<file path="config.mk">
export PLATFORM = sky130hd
export DESIGN_NAME = jam_cost_arbiter
export DESIGN_NICKNAME = d
export VERILOG_FILES = /design/src/rtl/jam_cost_arbiter.sv
export SDC_FILE = /design/constraint.sdc
export NUM_CORES = 1
export LEC_CHECK = 0
export ABC_AREA = 1
export ABC_CLOCK_PERIOD_IN_PS = 5700
export CAP_MARGIN = 15
export CORE_ASPECT_RATIO = 1.1
export CORE_MARGIN = 3
export CORE_UTILIZATION = 47
export CTS_BUF_LIST = sky130_fd_sc_hd__clkbuf_4 sky130_fd_sc_hd__clkbuf_8
export CTS_CLUSTER_SIZE = 16
export DETAILED_ROUTE_END_ITERATION = 8
export PLACE_DENSITY = 0.88
export SLEW_MARGIN = 20
export SYNTH_ARGS = -nofsm -noshare
export SYNTH_HDL_FRONTEND = slang
export SYNTH_SLANG_ARGS = --single-unit
</file>
<file path="constraint.sdc">
create_clock -name CLK -period 5.7 [get_ports CLK]
set_clock_uncertainty 0.15 [all_clocks]
set_input_delay 1.425 -clock CLK [delete_from_list [all_inputs] [get_ports CLK]]
set_output_delay 1.425 -clock CLK [all_outputs]
set_load 0.005 [all_outputs]
</file>
<file path="src/rtl/jam_cost_arbiter.sv">
// Burst-locked round-robin arbiter that shares one combinational cost-table port
// between two permutation-evaluation engines, with a registered one-cycle response.
module jam_cost_arbiter #(
    parameter int MAX_BURST = 8,
    parameter int COST_W    = 7
) (
    input  logic              CLK,
    input  logic              RST_N,
    input  logic              req0_valid,
    input  logic [2:0]        req0_w,
    input  logic [2:0]        req0_j,
    input  logic              req0_last,
    output logic              req0_ready,
    input  logic              req1_valid,
    input  logic [2:0]        req1_w,
    input  logic [2:0]        req1_j,
    input  logic              req1_last,
    output logic              req1_ready,
    output logic [2:0]        W,
    output logic [2:0]        J,
    input  logic [COST_W-1:0] Cost,
    output logic              rsp0_valid,
    output logic              rsp1_valid,
    output logic [COST_W-1:0] rsp_cost,
    output logic              owner,
    output logic              busy,
    output logic              burst_err
);

    // state  | meaning
    // IDLE   | no grant; arbitrate next edge (one-cycle bubble)
    // GRANT0 | requester 0 owns the table port until release
    // GRANT1 | requester 1 owns the table port until release
    typedef enum logic [1:0] {IDLE = 2'd0, GRANT0 = 2'd1, GRANT1 = 2'd2} state_t;

    localparam int CNT_W = $clog2(MAX_BURST) + 1;
    localparam logic [CNT_W-1:0] LP_MAX = CNT_W'(MAX_BURST);

    state_t             r_state;
    state_t             w_state_nxt;
    logic               r_rr_ptr;
    logic [CNT_W-1:0]   r_beat_cnt;
    logic [CNT_W-1:0]   w_cnt_inc;
    logic               r_owner;
    logic [COST_W-1:0]  r_rsp_cost;
    logic               r_rsp0_valid;
    logic               r_rsp1_valid;
    logic               r_burst_err;

    logic               w_gnt_valid;
    logic               w_gnt_last;
    logic               w_other_valid;
    logic               w_accept;
    logic               w_force;
    logic               w_release;

    assign w_cnt_inc = r_beat_cnt + CNT_W'(1);

    always_comb begin
        w_gnt_valid   = 1'b0;
        w_gnt_last    = 1'b0;
        w_other_valid = 1'b0;
        req0_ready    = 1'b0;
        req1_ready    = 1'b0;
        W             = 3'd0;
        J             = 3'd0;
        case (r_state)
            GRANT0: begin
                req0_ready    = 1'b1;
                w_gnt_valid   = req0_valid;
                w_gnt_last    = req0_last;
                w_other_valid = req1_valid;
                if (req0_valid) begin
                    W = req0_w;
                    J = req0_j;
                end
            end
            GRANT1: begin
                req1_ready    = 1'b1;
                w_gnt_valid   = req1_valid;
                w_gnt_last    = req1_last;
                w_other_valid = req0_valid;
                if (req1_valid) begin
                    W = req1_w;
                    J = req1_j;
                end
            end
            default: ;
        endcase
    end

    assign w_accept  = w_gnt_valid;
    assign w_force   = w_accept && !w_gnt_last && (w_cnt_inc == LP_MAX);
    assign w_release = w_accept && (w_gnt_last || w_force);

    always_comb begin
        w_state_nxt = r_state;
        case (r_state)
            IDLE: begin
                if (req0_valid && req1_valid)
                    w_state_nxt = r_rr_ptr ? GRANT1 : GRANT0;
                else if (req0_valid)
                    w_state_nxt = GRANT0;
                else if (req1_valid)
                    w_state_nxt = GRANT1;
            end
            GRANT0: begin
                if (w_release)
                    w_state_nxt = w_other_valid ? GRANT1 : IDLE;
            end
            GRANT1: begin
                if (w_release)
                    w_state_nxt = w_other_valid ? GRANT0 : IDLE;
            end
            default: w_state_nxt = IDLE;
        endcase
    end

    always_ff @(posedge CLK or negedge RST_N) begin
        if (!RST_N) begin
            r_state      <= IDLE;
            r_rr_ptr     <= 1'b0;
            r_beat_cnt   <= '0;
            r_owner      <= 1'b0;
            r_rsp_cost   <= '0;
            r_rsp0_valid <= 1'b0;
            r_rsp1_valid <= 1'b0;
            r_burst_err  <= 1'b0;
        end else begin
            r_state      <= w_state_nxt;
            r_rsp0_valid <= w_accept && (r_state == GRANT0);
            r_rsp1_valid <= w_accept && (r_state == GRANT1);
            r_burst_err  <= w_force;
            if (w_accept)
                r_rsp_cost <= Cost;
            if (w_release) begin
                r_beat_cnt <= '0;
                r_rr_ptr   <= (r_state == GRANT0);
            end else if (w_accept) begin
                r_beat_cnt <= w_cnt_inc;
            end
            // owner tracks whoever holds the next grant; it is kept through IDLE
            if (w_state_nxt == GRANT0)
                r_owner <= 1'b0;
            else if (w_state_nxt == GRANT1)
                r_owner <= 1'b1;
        end
    end

    assign rsp0_valid = r_rsp0_valid;
    assign rsp1_valid = r_rsp1_valid;
    assign rsp_cost   = r_rsp_cost;
    assign owner      = r_owner;
    assign busy       = (r_state == GRANT0) || (r_state == GRANT1);
    assign burst_err  = r_burst_err;

endmodule

</file>
==> flow_summary.ini, run 1 <==
[critical_path]
worstReg2RegEnd = owner
critPathLaunchType = primary input
crit_path_end_kind = output pin
worstPathMaxFanout = 6
crit_end = W[0]
max_stage_delay_ns = 0.55
crit_type = primary input to output pin
arrival_ns = 2.94
crit_top_cell = clkdlybuf4s50_1
r2r_slack_ns = 3.06
ff2ff_path_depth = 14
crit-reg2reg-launch = r_state[0]
cp-startpoint = req1_valid
slowest_stage = clkdlybuf4s50_1
required_ns = 4.12
cp_cell_sequence = clkdlybuf4s50_1, nand2_2, inv_1, nand2_1, a21oi_1, clkdlybuf4s50_1

[clock_network]
cts_tree = built
cts_inserted_buffers = 3
post_cts_buffers = 0
path_clk_slew_ns = 0.09
cts_hold_buf = 0
ctsResizeCount = 0
cts-root-buf = clkbuf_4
clock_path_buffers = 2
clkLatencyLatePin_ns = 0.29
clock-sinks = 18
htree_levels = 1

[timing]
tns_ns = 0
slew_headroom_pct = 46.7
slew_viol_final = 0
holdWs_ns = 0.339
report.final.setup_viol = 0
fmax_ghz = 0.222
hold_viol_final = 0
setup_ws_ns = 1.19
fin_crit_sh_pct = 79.1
worst_slew_pin_slew_ns = 0.797
fin_crit_ns = 4.51
rsz0062_at_grt = false

[power_and_ir_drop]
max-vdd-ir-drop_v = 0.000338
p_switching_uw = 268
swShare_pct = 41.1
p_leak_nw = 0.772
pwr-share-seq_pct = 33.1
pwr-share-comb_pct = 57.6
powerDensity_mw_per_mm2 = 413
power_frac_clock_pct = 9.2
intPower_uw = 383

[route]
wl_per_cell_um = 12.8
via_count = 1049
wl_mm = 2.72
drc_errors = 0
first_iter_violations = 20
antenna_left = 0
drt-vias-per-instance = 4.95
firstDrtPassIters = 4

[final_layout]
nFillCells = 158
insertedDiodeCount = 0
final_layout_size_suffix_gt1_share_pct = 11.4
fin_util_pct = 74.8
areaGrowthSynthToFinish_pct = 45.0
layout.nets = 219

[yosys]
yosysSeqAreaShare_pct = 41.5
yosysUniqueCellTypes = 22
postSynthAreaPerCell_um2 = 7.81
synth_top_area_share_pct = 41.5
ys_top_cells_by_area = dfrtp_1 41%, nand2_1 18%, ha_1 9.2%
synth.net_count = 172
synthesis.area_mm2 = 0.00109
yosys_warnings = 0
synthCells = 139
synth_top_cell_by_area = dfrtp_1
synth.ff_latch_count = 18

[grt]
antenna_found_initial = 0
grt_max_degree = 19
grt_first_pass_wirelength_mm = 4.69
grt_pass1_vias = 1085
grt_usage_pct = 20.8
grt-ovfl-total = 0

[placed_design]
dp.final_hpwl_mm = 2.23
gp_congestion = 0.879
dp_slack_ns = 1.19
place.port_buffers = 44

[floorplanning]
dieHeight_um = 56.4
die_x_um = 51.8
dieArea_mm2 = 0.00292
core_mm2 = 0.00211
io_pins = 45
rows = 17
start_util_pct = 51.6

[min_path]
hold_class = flop to flop

[flow_run]
max_cap_viol_count = 0

[run_status]
status = completed
-- worst min-delay path by stage --
stage,from,endpoint,slack (ns),cells past startpoint
2_1_floorplan,r_rr_ptr,r_rr_ptr,0.31,2
3_3_place_gp,rsp_cost[1],rsp_cost[1],0.31,2
3_5_place_dp,rsp_cost[3],rsp_cost[3],0.32,2
4_1_cts,rsp_cost[4],rsp_cost[4],0.35,2
5_1_grt,rsp_cost[5],rsp_cost[5],0.37,2
6_report,rsp_cost[4],rsp_cost[4],0.34,2
-- stage by stage --
stage / power, mW / instances / cell area [µm²]
2_1_floorplan: 0.430 / 139 / 1090
3_3_place_gp: 0.574 / 209 / 1550
3_5_place_dp: 0.594 / 209 / 1550
4_1_cts: 0.660 / 212 / 1580
5_1_grt: 0.709 / 212 / 1580
6_report: 0.651 / 212 / 1580
-- state kept, by name, summed over array words and instances (netlist names) --
register    cells
rsp0_valid      1
r_rr_ptr        1
r_state         2
owner           1
r_beat_cnt      4
rsp_cost        7
rsp1_valid      1
burst_err       1
-- routing by layer --
metal	share of wire, %	track usage, %	vias up
met4	0.26	3.75	0
met3	3.1	5.57	2
met1	39	23.1	502
met5	0	0	-
li1	-	-	525
met2	57	38.6	20
-- cell families after synthesis --
logic type | synth area share, %
DFF | 41.5
adders and majority gates | 9.22
AOI/OAI and AO/OA | 9.91
and+or+nand+nor | 33.1
buffers and inverters | 6.33
-- area by class of cell --
type	instances	area (µm²)	share of cell area, %
Multi-Input combinational cell	103	567	36.0
Sequential cell	18	450	28.6
Timing Repair Buffer	44	440	28.0
Inverter	16	60.1	3.81
Tap cell	28	35.0	2.22
Clock buffer	3	22.5	1.43
-- power by group through the flow --
stage	combinational [mW]	clock (mW)	sequential, mW
6_report	0.375	0.0600	0.216
4_1_cts	0.380	0.0640	0.216
3_3_place_gp	0.359	0	0.214
2_1_floorplan	0.216	0	0.214
5_1_grt	0.419	0.0670	0.223
3_5_place_dp	0.375	0	0.218
-- cell usage in the layout, fill, tap and decap left out, drive strengths merged --
cell	synthesis	routed
o22ai	1	1
or2	1	1
nand2	60	60
a21oi	10	10
inv	16	16
o21ai	8	8
clkbuf	1	3
nor2	5	5
clkdlybuf4s50	0	44
nand3	8	8
and2	1	1
ha	8	8
nand4	1	1
dfrtp	18	18
-- synth_stat cells (all sizes together) --
library cell and n:
a21oi 10, and2 1, buf 1, clkbuf 1, dfrtp 18, ha 8, inv 16, nand2 60
nand3 8, nand4 1, nor2 5, o21ai 8, o22ai 1, or2 1
-- worst max-delay path: cells and delay by family --
family	cells	cell delay (ns)
AOI/OAI and AO/OA	1	0.13
and+or+nand+nor	2	0.16
buffers and inverters	3	1.22
(Power assumes the default switching activity.)
==> run 2: changes to the inputs <==
--- a/config.mk
+++ b/config.mk
@@ -6,15 +6,15 @@
 export NUM_CORES = 1
 export LEC_CHECK = 0
 export ABC_AREA = 1
-export ABC_CLOCK_PERIOD_IN_PS = 5700
+export ABC_CLOCK_PERIOD_IN_PS = 4600
 export CAP_MARGIN = 15
 export CORE_ASPECT_RATIO = 1.1
 export CORE_MARGIN = 3
-export CORE_UTILIZATION = 47
+export CORE_UTILIZATION = 44
 export CTS_BUF_LIST = sky130_fd_sc_hd__clkbuf_4 sky130_fd_sc_hd__clkbuf_8
 export CTS_CLUSTER_SIZE = 16
 export DETAILED_ROUTE_END_ITERATION = 8
-export PLACE_DENSITY = 0.88
+export PLACE_DENSITY = 0.83
 export SLEW_MARGIN = 20
 export SYNTH_ARGS = -nofsm -noshare
 export SYNTH_HDL_FRONTEND = slang
==> constraint.sdc (replaced) <==
create_clock -name CLK -period 4.6 [get_ports CLK]
set_clock_uncertainty 0.15 [all_clocks]
set_input_delay 1.15 -clock CLK [delete_from_list [all_inputs] [get_ports CLK]]
set_output_delay 1.15 -clock CLK [all_outputs]
set_load 0.005 [all_outputs]
==> flow_summary.ini, run 2 (same netlist as run 1, synthesis figures left out) <==
[run_status]
status = completed

[final_layout]
insertedDiodeCount = 0
layout.nets = 219
seq_area_um2 = 450
multi_input_area_um2 = 567
largest_reg_flops = 7
layoutNonFillerInstCount = 215
final_common_cell = nand2_1
nFillCells = 186
stdcell_area_mm2 = 0.00159
fin_util_pct = 69.3
areaGrowthSynthToFinish_pct = 46.5
layout_common_cells = 53 x nand2_1, 44 x clkdlybuf4s50_1, 18 x dfrtp_1, 12 x inv_1, 8 x ha_1
final_layout_size_suffix_gt1_share_pct = 11.9

[grt]
grt_max_degree = 19
grt_usage_pct = 20.3
antenna_found_initial = 0
grt_pass1_vias = 1126
grt-ovfl-total = 0
grt_first_pass_wirelength_mm = 4.77

[timing]
holdWs_ns = 0.344
rsz0062_at_grt = false
fin_crit_ns = 3.99
worst_slew_pin_slew_ns = 0.832
fmax_ghz = 0.251
hold_viol_final = 0
fin_crit_sh_pct = 86.7
report.final.setup_viol = 0
tns_ns = 0
slew_headroom_pct = 44.4
slew_viol_final = 0

[critical_path]
crit-reg2reg-launch = r_state[0]
crit_top_cell = clkdlybuf4s50_1
crit_path_end_kind = output pin
worstPathMaxFanout = 6
required_ns = 3.30
worstReg2RegEnd = owner
ff2ff_path_depth = 14
max_stage_delay_ns = 0.55
cp_cell_sequence = clkdlybuf4s50_1, nand2_2, inv_1, nand2_1, a21oi_1, clkdlybuf4s50_1
critPathLaunchType = primary input
critPathBufInv = 3
slowest_stage = clkdlybuf4s50_1
critPathTopFamily = buffers and inverters
r2r_slack_ns = 1.97
crit_type = primary input to output pin
arrival_ns = 2.69

[floorplanning]
rows = 18
dieHeight_um = 58.1
dieArea_mm2 = 0.00310
io_pins = 45
start_util_pct = 47.3
core_mm2 = 0.00230
die_x_um = 53.4

[clock_network]
post_cts_buffers = 0
cts_tree = built
cts_inserted_buffers = 3
clock-sinks = 18
cts_hold_buf = 0
path_clk_slew_ns = 0.10
clkLatencyLatePin_ns = 0.29
htree_levels = 1
cts-root-buf = clkbuf_4
clock_path_buffers = 2
ctsResizeCount = 0

[route]
drc_errors = 0
wl_per_cell_um = 13.1
drt-vias-per-instance = 4.86
via_count = 1045
wl_mm = 2.82
first_iter_violations = 16
firstDrtPassIters = 4
antenna_left = 0

[power_and_ir_drop]
p_leak_nw = 0.779
powerDensity_mw_per_mm2 = 523
max-vdd-ir-drop_v = 0.000501

[placed_design]
gp_congestion = 0.757
dp.final_hpwl_mm = 2.26
place.port_buffers = 44
dpl_cell_area_mm2 = 0.00156
dp_cells = 211

[min_path]
min_delay_worst_endpoint = rsp_cost[3]
hold_class = flop to flop
hp-start = rsp_cost[3]
hold_path_depth = 2

[flow_run]
max_cap_viol_count = 0
run 2: cell count changes in the layout (fill, tap and decap cells not counted):
cell / change
clkbuf_8: +1
run 2: worst max-delay path by stage:
stage / from / to / slack (ns) / cells past startpoint
3_5_place_dp: req1_valid / J[1] / 0.61 / 6
4_1_cts: req1_valid / J[1] / 0.62 / 6
3_3_place_gp: req1_valid / W[2] / 0.69 / 6
5_1_grt: req1_valid / W[0] / 0.44 / 6
2_1_floorplan: req0_valid / J[0] / 1.79 / 4
6_report: req1_valid / J[1] / 0.61 / 6
run 2: per-layer routing:
metal  wire length [µm]  vias up  GRT usage, %  part of all wire (%)
li1                   -      525             -                     -
met1               1150      471          23.0                    41
met2               1380       43          37.7                    49
met3                258        6          4.11                   9.1
met4                 26        0          5.47                  0.92
met5                  0        -             0                     0
run 2: report_power, final:
group          switching (mW)  internal [mW]  leakage, nW
clock network          0.0493         0.0482       0.0210
registers              0.0508          0.221        0.231
logic                   0.240          0.223        0.528
run 2: stage by stage:
step	power [mW]	worst slack, ns
floorplan	0.533	1.79
global placement	0.714	0.688
detailed placement	0.739	0.614
CTS	0.838	0.616
global route	0.910	0.443
finish	0.832	0.612
run 2: worst register-to-register path, stage by stage (launching register included):
cell     delay (ns)
dfrtp_1        0.45
inv_1          0.14
ha_1           0.32
nand2_2        0.10
nand2_2        0.09
nand2_4        0.13
inv_2          0.22
nand2_2        0.14
nand2_4        0.11
nand2_2        0.06
nand3_1        0.10
a21oi_2        0.07
ha_1           0.31
nand2_1        0.06
o21ai_0        0.07
run 2: cell type report:
cell class / count / share of cell area (%)
inverter: 16 / 3.77
clock buffer: 4 / 2.28
multi-input combinational: 103 / 35.6
sequential: 18 / 28.3
tap: 30 / 2.36
timing repair buffer: 44 / 27.7
==> run 3: changes to the inputs <==
--- a/config.mk
+++ b/config.mk
@@ -15,6 +15,8 @@
 export CTS_CLUSTER_SIZE = 16
 export DETAILED_ROUTE_END_ITERATION = 8
 export PLACE_DENSITY = 0.83
+export RECOVER_POWER = 25
+export SKIP_LAST_GASP = 1
 export SLEW_MARGIN = 20
 export SYNTH_ARGS = -nofsm -noshare
 export SYNTH_HDL_FRONTEND = slang
==> flow_summary.ini, run 3 (same netlist as run 1, synthesis figures left out) <==
[critical_path]
arrival_ns = 2.76
critPathLaunchType = primary input
worstReg2RegEnd = owner
crit-reg2reg-launch = r_state[0]
worstPathMaxFanout = 6
cp_cell_sequence = dlygate4sd3_1, nand2_2, inv_1, nand2_1, a21oi_1, clkdlybuf4s50_1
crit_path_end_kind = output pin
crit_end = J[1]
max_stage_delay_ns = 0.62
ff2ff_path_depth = 14
r2r_slack_ns = 1.97
cp-startpoint = req1_valid
slowest_stage = dlygate4sd3_1
required_ns = 3.30
crit_type = primary input to output pin

[timing]
fin_crit_sh_pct = 88.3
hold_viol_final = 0
fmax_ghz = 0.246
rsz0062_at_grt = false
slew_viol_final = 0
report.final.setup_viol = 0
worst_slew_pin_slew_ns = 0.843
tns_ns = 0
slew_headroom_pct = 43.6
fin_crit_ns = 4.06

[route]
drc_errors = 0
wl_mm = 2.82
via_count = 1047
first_iter_violations = 16
wl_per_cell_um = 13.1
drt-vias-per-instance = 4.87
firstDrtPassIters = 3
antenna_left = 0

[grt]
grt_max_degree = 19
grt_usage_pct = 20.3
grt_first_pass_wirelength_mm = 4.77
antenna_found_initial = 0
grt_pass1_vias = 1126
grt-ovfl-total = 0

[power_and_ir_drop]
swShare_pct = 40.9
p_switching_uw = 340
pwr-share-comb_pct = 55.6
intPower_uw = 492
pwr-share-seq_pct = 32.7
powerDensity_mw_per_mm2 = 523
p_leak_nw = 0.780
power_frac_clock_pct = 11.7
finalPower_uw = 832
max-vdd-ir-drop_v = 0.000501

[flow_run]
max_cap_viol_count = 0

[floorplanning]
start_util_pct = 47.3
die_x_um = 53.4
io_pins = 45
rows = 18
core_mm2 = 0.00230
dieHeight_um = 58.1
dieArea_mm2 = 0.00310

[clock_network]
clock-sinks = 18
clock_path_buffers = 2
path_clk_slew_ns = 0.10
htree_levels = 1
ctsResizeCount = 0
cts_tree = built
post_cts_buffers = 0
cts-root-buf = clkbuf_4
cts_inserted_buffers = 3
cts_hold_buf = 0
clkLatencyLatePin_ns = 0.29

[final_layout]
areaGrowthSynthToFinish_pct = 46.5
layout_common_cells = 53 x nand2_1, 42 x clkdlybuf4s50_1, 18 x dfrtp_1, 12 x inv_1, 8 x ha_1
largest_reg_flops = 7
final_layout_size_suffix_gt1_share_pct = 11.9
insertedDiodeCount = 0
layout.nets = 219
final_common_cell = nand2_1

[placed_design]
dp.final_hpwl_mm = 2.26
place.port_buffers = 44
gp_congestion = 0.757

[run_status]
status = completed

[min_path]
hold_class = flop to flop
## run 3: cell count changes in the layout (fill, tap and decap cells not counted), sizes merged
cell	before	now
clkdlybuf4s50	44	42
dlygate4sd3	0	2
## run 3: worst min-delay path by stage
stage	from	depth (start not counted)	to	slack [ns]
floorplan	r_rr_ptr	2	r_rr_ptr	0.31
global placement	rsp_cost[6]	2	rsp_cost[6]	0.31
detailed placement	rsp_cost[3]	2	rsp_cost[3]	0.32
CTS	rsp_cost[3]	2	rsp_cost[3]	0.35
global route	rsp_cost[5]	2	rsp_cost[5]	0.38
finish	rsp_cost[3]	2	rsp_cost[3]	0.34
## run 3: critical path: cells and delay by family
| kind | cells | cell delay, ns |
|---|---|---|
| AND/OR/NAND/NOR | 2 | 0.15 |
| buffers and inverters | 3 | 1.30 |
| AO/OA/AOI/OAI | 1 | 0.15 |
## run 3: through the flow
stage               instances  hold slack [ns]  setup slack (ns)  utilization (%)  area, µm²
CTS                       215            0.349             0.616             69.3       1590
global route              215            0.380             0.369             69.3       1590
global placement          211            0.311             0.688             67.7       1560
detailed placement        211            0.319             0.614             67.7       1560
finish                    215            0.344             0.538             69.3       1590
floorplan                 139            0.309              1.79                -       1090
## run 3: power groups by stage
stage | sequential, mW | combinational [mW] | clock, mW
final | 0.272 | 0.463 | 0.0975
after detailed placement | 0.272 | 0.466 | 0
after CTS | 0.270 | 0.469 | 0.0986
after global placement | 0.268 | 0.446 | 0
after floorplan | 0.265 | 0.268 | 0
after global routing | 0.280 | 0.522 | 0.107
## run 3: metal layers
layer | vias to the layer above | wire length, µm | GRT usage (%) | share of wire (%)
met3 | 6 | 258 | 4.11 | 9.1
li1 | 526 | - | - | -
met5 | - | 0 | 0 | 0
met2 | 43 | 1380 | 37.7 | 49
met1 | 472 | 1160 | 23.0 | 41
met4 | 0 | 26 | 5.47 | 0.92
## run 3: area by class of cell
cell class | count | area, µm²
multi-input combinational | 103 | 567
inverter | 16 | 60.1
timing repair buffer | 44 | 440
tap | 30 | 37.5
clock buffer | 4 | 36.3
sequential | 18 | 450
fill | 186 | 706
